===== config.mk =====
export PLATFORM = sky130hd
export DESIGN_NAME = transmit_engine
export DESIGN_NICKNAME = d
export VERILOG_FILES = /design/src/rtl/transmit_engine.sv
export SDC_FILE = /design/constraint.sdc
export NUM_CORES = 1
export LEC_CHECK = 0
export ABC_AREA = 1
export CAP_MARGIN = 20
export CORE_MARGIN = 2
export CORE_UTILIZATION = 50
export CTS_CLUSTER_DIAMETER = 40
export CTS_CLUSTER_SIZE = 40
export DETAILED_ROUTE_END_ITERATION = 6
export DONT_BUFFER_PORTS = 1
export PLACE_DENSITY_LB_ADDON = 0.08
export SYNTH_ARGS = -nofsm -noshare
export SYNTH_HDL_FRONTEND = slang
export SYNTH_SLANG_ARGS = --single-unit
export TNS_END_PERCENT = 1

===== constraint.sdc =====
create_clock -name clk -period 2.5 [get_ports clk]
set_clock_uncertainty 0.2 [all_clocks]
set_input_delay 0.25 -clock clk [delete_from_list [all_inputs] [get_ports clk]]
set_output_delay 0.25 -clock clk [all_outputs]
set_load 0.01 [all_outputs]

===== src/rtl/transmit_engine.sv =====
// Serial transmit engine: latches a configurable 7/8-bit frame with optional
// parity and shifts it out LSB-first as a fixed 11-bit frame at a selectable bit rate.
`timescale 1ns/1ps
module transmit_engine (
  input  logic       clk,
  input  logic       reset,
  input  logic [3:0] baud,
  input  logic       eight,
  input  logic       parity_en,
  input  logic       odd_n_even,
  input  logic [7:0] out_port,
  input  logic       load,
  output logic       tx,
  output logic       txrdy
);

  typedef enum logic [0:0] {IDLE = 1'b0, SHIFT = 1'b1} state_e;

  state_e      state_q, state_d;
  logic [10:0] shift_q, shift_d;
  logic [3:0]  bit_cnt_q, bit_cnt_d;
  logic [18:0] baud_cnt_q, baud_cnt_d;
  logic [18:0] bit_time_q, bit_time_d;
  logic [18:0] sel_time_s;
  logic        bit_end_s;

  function automatic logic [18:0] bit_time_f(input logic [3:0] sel);
    case (sel)
      4'd0:    return 19'd333333;
      4'd1:    return 19'd83333;
      4'd2:    return 19'd41667;
      4'd3:    return 19'd20833;
      4'd4:    return 19'd10417;
      4'd5:    return 19'd5208;
      4'd6:    return 19'd2604;
      4'd7:    return 19'd1736;
      4'd8:    return 19'd868;
      4'd9:    return 19'd434;
      4'd10:   return 19'd217;
      default: return 19'd109;
    endcase
  endfunction

  function automatic logic parity_f(input logic [7:0] d, input logic odd);
    return (^d) ^ odd;
  endfunction

  // Frame word is transmitted from bit 0 upward; unused tail positions are stop bits.
  function automatic logic [10:0] frame_f(input logic e, input logic p,
                                          input logic o, input logic [7:0] d);
    case ({e, p})
      2'b11:   return {1'b1, parity_f(d, o), d, 1'b0};
      2'b10:   return {2'b11, d, 1'b0};
      2'b01:   return {2'b11, parity_f({1'b0, d[6:0]}, o), d[6:0], 1'b0};
      default: return {3'b111, d[6:0], 1'b0};
    endcase
  endfunction

  assign sel_time_s = bit_time_f(baud);
  assign bit_end_s  = (baud_cnt_q == 19'd0);

  // State and datapath registers
  always_ff @(posedge clk) begin
    if (reset) begin
      state_q    <= IDLE;
      shift_q    <= 11'h7FF;
      bit_cnt_q  <= 4'd0;
      baud_cnt_q <= 19'd0;
      bit_time_q <= 19'd0;
    end else begin
      state_q    <= state_d;
      shift_q    <= shift_d;
      bit_cnt_q  <= bit_cnt_d;
      baud_cnt_q <= baud_cnt_d;
      bit_time_q <= bit_time_d;
    end
  end

  // Next-state logic
  always_comb begin
    state_d = state_q;
    case (state_q)
      IDLE: begin
        if (load) state_d = SHIFT;
        else      state_d = IDLE;
      end
      SHIFT: begin
        if (bit_end_s && (bit_cnt_q == 4'd10)) state_d = IDLE;
        else                                   state_d = SHIFT;
      end
      default: state_d = IDLE;
    endcase
  end

  // Datapath next values: frame capture on accept, bit-time countdown, shifting
  always_comb begin
    shift_d    = shift_q;
    bit_cnt_d  = bit_cnt_q;
    baud_cnt_d = baud_cnt_q;
    bit_time_d = bit_time_q;
    case (state_q)
      IDLE: begin
        if (load) begin
          shift_d    = frame_f(eight, parity_en, odd_n_even, out_port);
          bit_time_d = sel_time_s;
          baud_cnt_d = sel_time_s - 19'd1;
          bit_cnt_d  = 4'd0;
        end else begin
          shift_d    = 11'h7FF;
          baud_cnt_d = 19'd0;
          bit_cnt_d  = 4'd0;
        end
      end
      SHIFT: begin
        if (bit_end_s) begin
          if (bit_cnt_q == 4'd10) begin
            shift_d    = 11'h7FF;
            bit_cnt_d  = 4'd0;
            baud_cnt_d = 19'd0;
          end else begin
            shift_d    = {1'b1, shift_q[10:1]};
            bit_cnt_d  = bit_cnt_q + 4'd1;
            baud_cnt_d = bit_time_q - 19'd1;
          end
        end else begin
          baud_cnt_d = baud_cnt_q - 19'd1;
        end
      end
      default: begin
        shift_d    = 11'h7FF;
        bit_cnt_d  = 4'd0;
        baud_cnt_d = 19'd0;
      end
    endcase
  end

  // Outputs are direct register taps
  always_comb begin
    tx    = shift_q[0];
    txrdy = (state_q == IDLE);
  end

endmodule


==> run metrics <==
synthesis-to-finish area growth 7.24%; status completed; pwr dens ~1200 nW/µm²; WL final 9.58 mm; EDFF count, synth 0; final hold vios 0; Reg area ~1000 µm²; Synth Area in XOR/XNOR 0.0558; hold path startpoint baud[3]; starting DRC count in detailed routing about 240; combinational family with the most area after synthesis simple AND/OR/NAND/NOR gates; root cell of the clock tree clkbuf_8; Worst Hold Path Cells 2; RR Startpoint baud_cnt_q[0]$_SDFF_PP0_; vias in the first global route ~3.5k; proportion of synthesized area in mux cells 0; critical path required time between 2 and 3 ns; Max FO, Critical Path 18; Post-Syn Nets 632; post-layout min period 2.14 ns; Cell variety after synth between 40 and 50; RR Endpoint bit_cnt_q[3]$_SDFFE_PP0P_; clk slew on worst S/H paths ~0.10 ns; Final GP Congestion about 0.98; RSZ-0062 raised after global routing false; DP Area around 3800 µm²; area of the mapped netlist approximately 3800 µm²; # hold bufs at CTS 9; max-slew violations 0; Reg2Reg Depth 11; Hold Path Sink bit_time_q[9]$_SDFFE_PP0P_; grt ovf 0; Async S/R FF share, synth 0; TritonCTS clock tree yes; Worst Tran Pin Value ~0.65 ns; Final TNS setup 0 ns; DRC 0; first-pass GRT wire length about 17 mm; Peak Freq around 470 MHz; HPWL Detailed between 7 and 8 mm; CTS H-tree lvls 2; Leak Pwr about 1.9 nW; DIE AREA 8240 µm²; Compound-Gate Fraction of Synth Area 0.145; Clock Latency Late Sink 0.31 ns; register bit total from synthesis 52; Ys Warns 0; crit path kind reg2reg; DR WL/cell 13.6 µm; pin count of the biggest net entering global routing 26; number of diodes 0; die height between 90 and 100 µm; post-synthesis simple-gate area fraction 0.372; Hold Crit Class in2reg; syn_area_per_cell around 6.3 µm²; crit path capture type register; Mapped Cells 598; CORE AREA 7290 µm²; ANT nets after route 0; period utilization 0.858; WP data arrival between 2 and 2.5 ns; Slowest Stage Delay on Critical Path 0.32 ns; Chip Width 90.8 µm; Worst VDD drop between 0.0003 and 0.0004 V; multi-input logic area roughly 2400 µm²; Num CTS Buffers 5; Nets approximately 640; Slew HR 0.567; GRT Util Overall 0.244; post-DR vias/cell between 5 and 6; Fillers between 700 and 800; Crit-path slowest cell dfxtp_1; Hold Slack 0.0183 ns; # rows 31; starting density of the core 0.517; Setup Buffers After CTS 0; Sink Count 52; Max-cap violations 0; Critical Path Start Type register; sequential area share after synthesis 0.276; Pre-antenna DRT Iters 5; post-CTS sizing 0; clock tree buffer depth 2; CP Cell Sequence inv_1, ha_1, nand2_2, nor2_4, nand2_4, nor2_8, inv_6, nand2_8, inv_4, o21ai_2, nor3_1; IO Pins 20; reg2reg setup slack 0.36 ns; port bufs 0; fraction of layout cells with a size suffix above 1 0.0644; Post-Layout Inst Area 4040 µm²; DR vias about 3.7k; Layout Utilization 0.554; ys flop type dfxtp_1; Setup violations, final 0; area share of fa/ha/maj cells after synthesis 0.0531; initial antenna violation count 0
-- Yosys cell counts, types with 3 or more instances --
cell type	count	area share
nand3_1	55	0.073
o221ai_1	7	0.016
nand2_1	166	0.17
nor3_1	8	0.011
clkbuf_1	7	0.0070
a21o_1	3	0.0060
o21ai_0	40	0.053
o21ai_1	8	0.011
dfxtp_1	52	0.28
xnor2_1	13	0.030
nor2_2	4	0.0066
buf_2	3	0.0040
inv_1	56	0.056
buf_6	4	0.012
nand4_1	7	0.012
a21oi_1	31	0.041
ha_1	16	0.053
xor2_1	11	0.026
buf_4	3	0.0060
inv_2	6	0.0060
nor2_1	71	0.071
clkinv_1	3	0.0030
-- where the power goes --
part,total [W],leakage [nW],switching [W],internal (W)
logic,0.00284,1.46,0.00182,0.00102
registers,0.00129,0.428,0.000219,0.00107
clock network,0.000585,0.0552,0.000287,0.000298
total,0.00472,1.94,0.00233,0.00239
-- per-stage QoR --
step | cells | worst slack (ns) | total power (W)
floorplan | 598 | 0.674 | 0.00364
global placement | 688 | 0.278 | 0.00409
detailed placement | 688 | 0.272 | 0.00409
CTS | 705 | 0.353 | 0.00471
global route | 705 | 0.161 | 0.00524
finish | 705 | 0.355 | 0.00472
-- state kept, by name (all words and copies together), names as in the netlist --
| register | cells |
|---|---|
| bit_time_q | 18 |
| shift_q | 10 |
| state_q | 1 |
| baud_cnt_q | 19 |
| bit_cnt_q | 4 |
-- layout by cell type (no fill, tap or decap), drive strengths merged, types with 2 or more instances in the layout --
master and n:
nand2 170, nor2 77, inv 64, nand3 56, dfxtp 52, o21ai 50, a21oi 31, ha 16
xnor2 13, xor2 11, dlygate4sd3 9, nor3 9, buf 8, o221ai 7, nand4 7, clkbuf 6
clkinv 4, a21o 3, or2 3, a211oi 2, o211ai 2
-- worst max-delay path, delay by kind of cell (launching register included) --
| family | cells | cell delay (ns) |
|---|---|---|
| flops | 1 | 0.32 |
| fa+ha+maj | 1 | 0.23 |
| compound gates | 1 | 0.20 |
| buf+inv | 3 | 0.30 |
| simple gates | 6 | 0.81 |
-- routing by layer --
layer,part of all wire,global-route usage,vias up
met5,0,0,-
met4,0.011,0.0518,0
met3,0.044,0.0301,13
met2,0.44,0.389,93
met1,0.50,0.354,1654
li1,-,-,1946
-- logic make-up after synthesis --
group / after synthesis
AO/OA/AOI/OAI: 98
XOR/XNOR: 24
adder cells (fa/ha/maj): 16
buffers and inverters: 84
flip-flops: 52
AND/OR/NAND/NOR: 324
-- final cells by class --
class,count,area share
clock inverters,2,0.00867
flip-flops and latches,52,0.258
repair buffers,17,0.0372
clock buffers,6,0.0180
well taps,99,0.0307
inverters,67,0.0641
multi-input cells,462,0.584
-- worst max-delay path by stage --
stage | startpoint | end | slack [ns] | cells past startpoint
after floorplan | baud_cnt_q[0]$_SDFF_PP0_ | shift_q[0]$_SDFFE_PP1P_ | 0.67 | 12
after global placement | baud[0] | baud_cnt_q[6]$_SDFF_PP0_ | 0.28 | 11
after detailed placement | baud[0] | baud_cnt_q[6]$_SDFF_PP0_ | 0.27 | 11
after CTS | baud_cnt_q[0]$_SDFF_PP0_ | bit_cnt_q[3]$_SDFFE_PP0P_ | 0.35 | 11
after global routing | baud_cnt_q[0]$_SDFF_PP0_ | bit_cnt_q[3]$_SDFFE_PP0P_ | 0.16 | 11
final | baud_cnt_q[0]$_SDFF_PP0_ | bit_cnt_q[3]$_SDFFE_PP0P_ | 0.36 | 11
(Power assumes the default switching activity.)
